**config.mk**
```make
export PLATFORM = sky130hd
export DESIGN_NAME = jt900h_fetch
export DESIGN_NICKNAME = d
export VERILOG_FILES = /design/src/rtl/jt900h_fetch.sv
export SDC_FILE = /design/constraint.sdc
export NUM_CORES = 1
export LEC_CHECK = 0
export CORE_MARGIN = 2
export CORE_UTILIZATION = 50
export DETAILED_ROUTE_END_ITERATION = 8
export PLACE_DENSITY = 0.76
export SLEW_MARGIN = 25
export SYNTH_ARGS = -nofsm -noshare
export SYNTH_HDL_FRONTEND = slang
export SYNTH_SLANG_ARGS = --single-unit
```
**constraint.sdc**
```tcl
create_clock -name clk -period 3.35 [get_ports clk]
set_clock_uncertainty 0.2 [all_clocks]
set_input_delay 0.5025 -clock clk [delete_from_list [all_inputs] [get_ports clk]]
set_output_delay 0.5025 -clock clk [all_outputs]
set_load 0.02 [all_outputs]
```
**src/rtl/jt900h_fetch.sv**
```systemverilog
// ============================================================================
// jt900h_fetch : instruction prefetch byte queue with 4-byte window at PC.
// Optional macro JT900H_FETCH_STATS_EN adds the stall_cnt output.
// Revision: 1.0 - initial release
// ============================================================================
`default_nettype none

module jt900h_fetch #(
  parameter int          QBYTES = 8,
  parameter logic [23:0] RST_PC = 24'hFF0000
) (
  input  logic        clk,
  input  logic        rst_n,
  input  logic        cen,
  input  logic        pc_ld,
  input  logic [23:0] pc_din,
  input  logic        inc_pc,
  input  logic [1:0]  fetch_sel,
  output logic [31:0] md,
  output logic        mem_busy,
  output logic [23:0] pc,
  output logic [22:0] bus_addr,
  output logic        bus_rd,
  input  logic        bus_ok,
  input  logic [15:0] bus_din
`ifdef JT900H_FETCH_STATS_EN
  ,
  output logic [15:0] stall_cnt
`endif
);

  localparam int AW = $clog2(QBYTES);
  localparam int CW = AW + 1;

  typedef enum logic [1:0] {
    IDLE = 2'd0,
    REQ  = 2'd1,
    DROP = 2'd2
  } state_t;

  state_t          state, state_nx;
  logic [7:0]      queue [QBYTES];
  logic [AW-1:0]   head;
  logic [AW-1:0]   wr_ptr;
  logic [CW-1:0]   count, count_nx;
  logic [CW-1:0]   need, pushed, popped;
  logic [23:0]     fa;
  logic [22:0]     drop_addr;
  logic            pop, push;

  always_comb begin
    need     = inc_pc ? (CW'(fetch_sel) + CW'(1)) : CW'(1);
    mem_busy = pc_ld || (count < need);
    pop      = cen && inc_pc && !mem_busy;
    push     = cen && !pc_ld && (state == REQ) && bus_ok;
    pushed   = push ? (fa[0] ? CW'(1) : CW'(2)) : CW'(0);
    popped   = pop ? need : CW'(0);
    count_nx = count + pushed - popped;
    wr_ptr   = head + count[AW-1:0];
    bus_rd   = (state != IDLE);
    bus_addr = (state == DROP) ? drop_addr : fa[23:1];
  end

  always_comb begin
    state_nx = state;
    case (state)
      IDLE: if (pc_ld || count <= CW'(QBYTES - 2)) state_nx = REQ;
      REQ: begin
        if (pc_ld)       state_nx = bus_ok ? REQ : DROP;
        else if (bus_ok) state_nx = (count_nx <= CW'(QBYTES - 2)) ? REQ : IDLE;
      end
      DROP: if (bus_ok) state_nx = REQ;
      default: state_nx = IDLE;
    endcase
  end

  always_ff @(posedge clk or negedge rst_n) begin
    if (!rst_n) begin
      state     <= IDLE;
      pc        <= RST_PC;
      fa        <= RST_PC;
      count     <= '0;
      head      <= '0;
      drop_addr <= RST_PC[23:1];
    end else if (cen) begin
      state <= state_nx;
      if (pc_ld) begin
        pc    <= pc_din;
        fa    <= pc_din;
        count <= '0;
        // The abandoned read keeps its own address until the bus answers it.
        if (state == REQ && !bus_ok) drop_addr <= fa[23:1];
      end else begin
        count <= count_nx;
        if (pop) begin
          pc   <= pc + 24'(need);
          head <= head + AW'(need);
        end
        if (push) fa <= {fa[23:1] + 23'd1, 1'b0};
      end
    end
  end

  // Storage needs no reset: bytes beyond count are masked on read.
  always_ff @(posedge clk) begin
    if (push) begin
      if (fa[0]) begin
        queue[wr_ptr] <= bus_din[15:8];
      end else begin
        queue[wr_ptr]          <= bus_din[7:0];
        queue[wr_ptr + AW'(1)] <= bus_din[15:8];
      end
    end
  end

  always_comb begin
    md = '0;
    for (int i = 0; i < 4; i++) begin
      if (CW'(i) < count) md[8*i +: 8] = queue[head + AW'(i)];
    end
  end

`ifdef JT900H_FETCH_STATS_EN
  always_ff @(posedge clk or negedge rst_n) begin
    if (!rst_n) begin
      stall_cnt <= '0;
    end else if (cen) begin
      if (pc_ld)
        stall_cnt <= '0;
      else if (inc_pc && mem_busy && stall_cnt != 16'hFFFF)
        stall_cnt <= stall_cnt + 16'd1;
    end
  end
`endif

endmodule

`default_nettype wire

```
==> results list <==
* Final net count: 1,175
* Number of antenna violations at the first check in global routing: 0
- Share of post-route cells with drive strength above 1: 27.10%
* Post-Layout Inst Area: 12,860 µm²
* Worst path cell trace: clkbuf_2 > ha_4 > nand2_4 > ha_4 > a211o_1 > o21a_1 > and3_4 > fa_1 > inv_2 > ha_4 > a21o_1 > a21oi_2 > xnor3_1 > o21ai_1 > o2111ai_1
* Number of inserted filler cells in the final layout: 1,540
- TritonCTS clock tree: done
- The tightest min-delay check is of the register to register type.
* # setup viols final: 0
- Number of port buffers: 128
* Final hold violation count: 0
- Max-cap violations in this run came to 0.
- Summing all placed instances gives a cell area of 12,060 µm².
- For the final routed database, the setup TNS stands at 0 ns.
- Relative to the synthesized area, the layout overhead comes to 27.55%.
- The worst pin sits at a relative slew slack of 53.24%.
* Power density of the placed cells: 825.7 nW/µm²
* DR vias: 8,591
* Count of mapped cells out of synthesis: 945
* Sequential share of the synthesized area: 39.22%
- Weighted congestion at the end of routability-driven global placement: 0.8663
* Min Hold Slack: 0.3034 ns
- Final ANT Viol Nets: 0
- Post-synthesis cell type count: 71
- Crit-path most repeated cell: ha_4
- For this run, the top clock speed supported by timing is 301.1 MHz.
- TritonRoute pass-1 iters: 5
- For the pin with the worst max-slew slack, the measured transition is 0.6818 ns.
- The total count of max-transition violations in the final report is 0.
* Overall power: 10.62 mW
- Worst Reg2Reg Path Length in Cells: 12
* Maximum number of pins on one net before global-route repair: 54
* Die Footprint: 21,310 µm²
* Floorplan core area: 19,650 µm²
- Counting every sink on the clock net gives 144.
- Clock-pin slew was measured on the worst setup and hold paths at 0.07 ns.
- Setup repair after global routing could not meet its margin everywhere.
- Synthesized cell area: 10,080 µm²
* Net count of the mapped netlist: 1,015
- Starting Density: 51.29%
- Via-per-instance ratio: 6.212
- The number of clock buffers added by TritonCTS is 17.
- The floorplan step set the die height to 146.0 µm.
- The flow ran to the end, and the final reports show no timing, DRC or antenna violations.
- The floorplan has 51 rows.
- The worst setup path is captured at a register.
- DRC: 0
- Along the worst path, the maximum fanout reaches 2.
- Library cell occupying the most area in the post-synthesis netlist: edfxtp_1
* Number of register bits inferred by synthesis: 144
- The clock passes through at most 2 buffers.
- First-pass GRT wire length: 45.06 mm
* Count of inserted antenna diode cells: 0
* Min cycle time layout: 3.321 ns
* CTS HTree Levels: 4
* Smallest setup slack after layout: 0.02852 ns
- For this block, the initial DRC count from the detailed router was 726.
- Average footprint of a synthesized cell: 10.67 µm²
- Share of synthesized flip-flops with an asynchronous set or reset: 55.56%
* Slowest Stage Delay on Critical Path: 0.51 ns
* Peak VDD IR: 0.4349 mV
- CP required: 3.45 ns
- Worst skew pair latency: 0.44 ns
* Die boundary width: 146.0 µm
* Static power due to leakage: 5.036 nW
- Number of synthesized flops with an enable pin: 64
- In the synthesized netlist the dominant register cell turns out to be edfxtp_1.
* Wire length per cell after detailed routing: 20.57 µm
* Critical-path top delay cell: fa_1
- Counting instances, the worst hold path has a depth of 1.
- For this run, the number of Yosys warnings is 0.
- Clk root buf: clkbuf_16
- The critical path is of the primary input to register type.
- I/O pin total: 129
* Post-DP HPWL: 20.21 mm
- The total overflow left after global routing is 0.
- CP Data Arrival Time: 3.42 ns
- Leading cell types by total area after synthesis: edfxtp_1, mux4_2, dfrtp_1, dfstp_2, mux2i_1
* All-layer global routing usage: 26.51%
- The number of global-route vias before repair is 8,365.
- For this block, the routed nets add up to 28.44 mm of wire.
- Before CTS, the worst setup slack after placement is -0.7746 ns.
* Proportion of netlist area held by the largest area contributor: 19.06%
* Part of the cycle the worst path needs: 99.15%
- STA classifies the critical path startpoint as a primary input.
## power breakdown
group	internal (mW)	switching [mW]
registers	2.29	0.404
logic	3.02	2.90
clock network	1.13	0.868
total	6.44	4.17
## critical path: cells and delay by family
family / cells / cell delay (ns)
buffers and inverters: 2 / 0.18
adders and majority gates: 4 / 1.15
AOI/OAI and AO/OA: 6 / 1.13
xor gates and xnor gates: 1 / 0.26
and+or+nand+nor: 2 / 0.20
## cell families after synthesis
logic type	share of synthesized area (%)
simple gates	14.48
compound gates	12.47
mux	24.91
flops	39.22
buf+inv	4.357
fa+ha+maj	3.103
xor+xnor	1.452
## area by class of cell
type	count	area [µm²]	area share, %
clock buffer	17	425.4	3.308
inverter	31	120.1	0.9341
sequential	144	3956	30.77
timing repair buffer	215	2002	15.57
clock inverter	15	192.7	1.498
multi-input combinational	696	5831	45.34
tap	265	331.6	2.579
## timing repair
action,4_1_cts,5_1_grt
endpoints found under the hold margin,45,0
cloned,0,2
pin swaps,10,6
resized for setup,22,23
endpoints found under the setup margin,21,13
setup buffers,5,2
hold buffers,1,0
## cell usage after synthesis (3+ instances only)
library cell and count:
a21oi_1 74, mux4_2 64, o21a_1 3, mux2i_1 54, and3_1 7, and4_1 4, a22oi_1 16, nand3_2 7
fa_1 5, a22o_1 21, o22ai_1 7, nor2b_1 15, nand4_1 14, edfxtp_1 64, a211oi_1 6, nor4_1 6
xor2_1 3, a31oi_1 7, clkbuf_1 30, dfstp_2 24, inv_1 30, nor2_1 125, o211ai_1 3, dfrtp_1 56
buf_1 16, mux2_2 47, ha_1 17, buf_4 4, o311ai_0 4, o21ai_0 29, xnor2_1 3, a221oi_1 4
buf_2 22, nand2_1 55, nand3_1 27, nand2b_1 3, nor3_1 24
## state kept, by name (all words and copies together) (netlist names)
signal	flops
count	4
state	2
head	3
pc	24
drop_addr	23
fa	24
queue	64
## cells in the final DEF, fill, tap and decap left out, drive strengths merged, types with 17 or more instances in the layout
cell type,instances
nor2,125
clkdlybuf4s50,106
buf,87
a21oi,74
mux4,64
edfxtp,64
dfrtp,56
nand2,55
mux2i,54
mux2,47
inv,37
nand3,35
o21ai,30
nor3,26
dfstp,24
a22o,21
clkbuf,20
ha,17
## final timing paths
kind | slack, ns | from | to
max in group asynchronous | 1.73 | rst_n | drop_addr[21]$_DFFE_PN1P_
worst max register to register | 0.04 | count[2]$_DFFE_PN0P_ | state[0]$_DFFE_PN0P_
worst max-delay path | 0.03 | fetch_sel[0] | state[0]$_DFFE_PN0P_
worst min-delay path | 0.30 | drop_addr[2]$_DFFE_PN0P_ | drop_addr[2]$_DFFE_PN0P_
min in group asynchronous | 0.46 | rst_n | drop_addr[4]$_DFFE_PN0P_
worst min register to register | 0.30 | drop_addr[2]$_DFFE_PN0P_ | drop_addr[2]$_DFFE_PN0P_
## per-layer routing
layer / up-vias / GRT usage, % / wire length, µm
met5: - / 0 / 0
met4: 0 / 8.883 / 742
met3: 69 / 5.705 / 2385
met2: 464 / 44.34 / 14190
met1: 4163 / 34.53 / 11130
li1: 3895 / - / -
## stage by stage
stage,util [%],instances
finish,65.43,1383
global route,65.43,1383
CTS,64.90,1379
detailed placement,61.38,1341
global placement,61.38,1341
floorplan,-,945
Power figures use the tool's default switching activity.
==> edit 1 (same flow settings) <==
Change the parameter `QBYTES` from 8 to 4.
--- a/src/rtl/jt900h_fetch.sv
+++ b/src/rtl/jt900h_fetch.sv
@@ -6,7 +6,7 @@
 `default_nettype none
 
 module jt900h_fetch #(
-  parameter int          QBYTES = 8,
+  parameter int          QBYTES = 4,
   parameter logic [23:0] RST_PC = 24'hFF0000
 ) (
   input  logic        clk,
Function: changed (Yosys sat finds a counterexample within 4 cycles, from zero or initial values and one cycle with rst_n low).
==> edit 1 against the original RTL <==
The run now ends with negative hold slack, negative setup slack left. Non-clock buffer count decreased by 31. Fmax fell by 2.5%. Wire length fell by 25%. Total power shrank 37%. Synthesized area is 27% lower. First-iteration DRC count decreased by 31%. Hold slack worse by 0.33 ns. Sequential cell count down 34. Design area is 26% lower. Setup slack lost 0.085 ns. Critical path type unchanged.
==> edit 1: results (changes against the original RTL) <==
Total power draw: 6680 uW (-37%)
Met3 Use GR: 5.78% (+0.071 points)
Share of cells above drive strength 1: 29.3% (+2.2 points)
Netlist cell types: 70 (-1.4%)
Final Hold Fails: 32 (+32)
Failing checks: negative hold slack, negative setup slack
HP Class: in -> async
Initial DRC Count: 503 (-31%)
Reg2Reg Depth: 13 (+1)
Dominant synthesized flop cell: dfrtp_1
Final setup violation count: 1 (+1)
Detailed Place HPWL: 15300 um (-24%)
Largest cells by area after synthesis: dfrtp_1, edfxtp_1, mux2_2
Non-clock buffer share: 18.4% (+2.8 points)
Average cell area after synthesis: 10.9 um^2 (+1.9%)
CTS buffer count: 9 (-8)
Sequential share of power: 31.8% (+6.4 points)
Leakage Power: 0.00355 uW (-30%)
Post-route setup slack: -0.0561 ns (-0.0847 ns)
Dpl ws: -0.873 ns (-0.0983 ns)
Final #Nets: 889 (-24%)
Layout Cells excl Fill: 1016 (-27%)
Register area share after synthesis: 40.2% (+1.0 points)
GR Util All Layers: 27.8% (+1.3 points)
Vias in the first global route: 6503 (-22%)
Clock-cell share of area: 3.17% (-1.6 points)
Ys async rst share: 70.9% (+15 points)
Outcome: finished with violations
WHS: -0.0246 ns (-0.328 ns)
Post-synth EDFFs: 32 (-50%)
Met2 Routed Length: 10800 um (-24%)
Fraction of area in registers: 30.8% (about the same)
Bufs w/o clock: 184 (-14%)
Met1 usage in global routing: 35.2% (+0.70 points)
Multi-input gate area: 4250 um^2 (-27%)
Yosys reg bits: 110 (-24%)
# clk buffers: 11 (-6)
Core Util, Final: 66.3% (+0.85 points)
Sw Ratio: 38.4% (-0.91 points)
Multi-input comb cells: 503 (-28%)
Logic inverters: 19 (-39%)
DR WL/cell: 21.1 um (+2.8%)
Top cells by count, synth: mux2_2, dfrtp_1, nand2_1, nor2_1
[edit 1: changes by cell type in the layout (fill, tap and decap cells not counted), moves of 32 or more]
cell      delta
a21oi_1     -42
mux2_2      +35
nor2_1      -85
edfxtp_1    -32
mux4_2      -32
mux2i_1     -41
[edit 1: how the worst max path moves through the flow]
stage                      start        to  slack [ns]  cells after the start
floorplan           fetch_sel[1]  count[2]       -0.34                     15
global placement    fetch_sel[0]  count[2]       -0.79                     16
detailed placement  fetch_sel[0]  count[2]       -0.87                     16
CTS                 fetch_sel[0]  count[2]       -0.04                     16
global route        fetch_sel[0]  count[2]       -0.15                     16
finish              fetch_sel[0]  count[2]       -0.06                     16
[edit 1: kinds of logic (layout without fill, tap and decap cells)]
logic type,after synthesis,count (layout),share of synthesized area (%)
fa+ha+maj,14,14,2.70
simple gates,216,216,15.5
mux,128,128,24.4
xor+xnor,9,9,1.08
compound gates,136,136,12.6
flops,110,110,40.2
buf+inv,60,219,3.42
==> edit 2 (same settings) <==
Made on the original files. The 3 states of `state_t` get a one-hot encoding in 3 bits.
--- a/src/rtl/jt900h_fetch.sv
+++ b/src/rtl/jt900h_fetch.sv
@@ -32,10 +32,10 @@
   localparam int AW = $clog2(QBYTES);
   localparam int CW = AW + 1;
 
-  typedef enum logic [1:0] {
-    IDLE = 2'd0,
-    REQ  = 2'd1,
-    DROP = 2'd2
+  typedef enum logic [2:0] {
+    IDLE = 3'b001,
+    REQ  = 3'b010,
+    DROP = 3'b100
   } state_t;
 
   state_t          state, state_nx;
Function: no difference found for any inputs over 4 cycles, from zero or initial values and one cycle with rst_n low; so few cycles prove little.
==> edit 2 against the original RTL <==
The flow now finishes with violations (negative setup slack). Non-clock buffer count down 1. Setup slack worse by 0.067 ns. Design area up 0.68%. Synthesized area up 2.2%. Register-to-register slack worse by 0.07 ns. Total power down 6.9%. Wire length up 3.2%. Sequential cell count up 1. Sequential power down 3%. Critical path type unchanged. Largest cell class unchanged.
==> edit 2: results (changes against the original RTL) <==
Slowest stage delay, CP: 0.49 ns (-0.02 ns)
Netlist cell types: 79 (+11%)
Largest cells by area after synthesis: edfxtp_1, mux4_2, dfrtp_1
GP Congestion: 0.911 (+5.2%)
Top cells by count, synth: nor2_1, a21oi_1, edfxtp_1, mux4_2
WHS: 0.288 ns (-0.0159 ns)
Met3 Use GR: 6.67% (+0.96 points)
Vias per inst: 6.30 (+1.5%)
Outcome: finished with violations
R2R Setup Slk: -0.03 ns (-0.07 ns)
Final #Nets: 1201 (+2.2%)
Dpl ws: -1.09 ns (-0.314 ns)
Cells after Synth: 970 (+2.6%)
VDD IR max: 539 uV (+24%)
Adder-Cell Fraction of Synth Area: 3.04% (-0.066 points)
Worst-Margin Slew: 0.725 ns (+0.0435 ns)
Global-route wire length before repair: 47000 um (+4.2%)
Mux contribution to synthesized area: 23.3% (-1.6 points)
Multi-input comb cells: 731 (+5.0%)
Seq power: 2610 uW (-3%)
Detailed Place HPWL: 21500 um (+6.2%)
Final setup violation count: 1 (+1)
# Post-CTS Setup Buffers: 0 (-5)
Leakage Power: 0.00500 uW (-0.80%)
Clock share of power: 18.1% (-0.8 points)
P_int: 6010 uW (-6.8%)
Non-clock buffer share: 15.3% (-0.30 points)
Failing checks: negative setup slack
Met2 Routed Length: 13400 um (-5.5%)
Post-synthesis xor/xnor area fraction: 1.45% (-0.0066 points)
Vias in the first global route: 8430 (+0.78%)
Placed cell area: 12300 um^2 (+1.9%)
Post-route setup slack: -0.0389 ns (-0.0674 ns)
Setup TNS: -0.0389 ns (-0.0389 ns)
Largest net degree at the start of global routing: 64 (+19%)
Post-placement cell count: 1380 (+2.9%)
# clk buffers: 19 (+2)
Reg-to-reg endpoint: state[1]
Mapped Nets: 1040 (+2.5%)
Worst EP arrival: 3.51 ns (+0.09 ns)
Share of cells above drive strength 1: 25.7% (-1.4 points)
Ys async rst share: 55.9% (+0.31 points)
Logic inverters: 22 (-29%)
Synth Area in Compound Gates: 13.6% (+1.1 points)
Cell Pwr Density: 764 nW/um^2 (-7.5%)
DR WL/cell: 20.8 um (+0.94%)
Drt total wl: 29400 um (+3.2%)
Met1 usage in global routing: 39.5% (+5.0 points)
# fillers: 1548 (+0.52%)
## edit 2: changes by cell type in the layout (fill, tap and decap cells not counted), moves of 9 or more
cell,change
a21oi_1,+17
a22o_1,-17
a22oi_1,-9
inv_1,-9
mux2_2,-19
mux2_4,+10
mux2i_1,-9
o21ai_0,+13
## edit 2: worst max-delay path by stage
stage / startpoint / end / slack, ns / cells after the start
final: fetch_sel[0] / state[1] / -0.04 / 14
after floorplan: fetch_sel[1] / state[1] / -0.44 / 14
after CTS: fetch_sel[0] / state[1] / -0.008 / 14
after detailed placement: fetch_sel[0] / state[1] / -1.09 / 15
after global placement: fetch_sel[0] / state[1] / -0.97 / 15
after global routing: fetch_sel[0] / state[1] / -0.13 / 15
## edit 2: cell families after synthesis
| kind of cell | Yosys count |
|---|---|
| flip-flops | 145 |
| AO/OA/AOI/OAI | 225 |
| AND/OR/NAND/NOR | 322 |
| adder cells (fa/ha/maj) | 22 |
| buffers and inverters | 94 |
| multiplexers | 151 |
| XOR/XNOR | 11 |
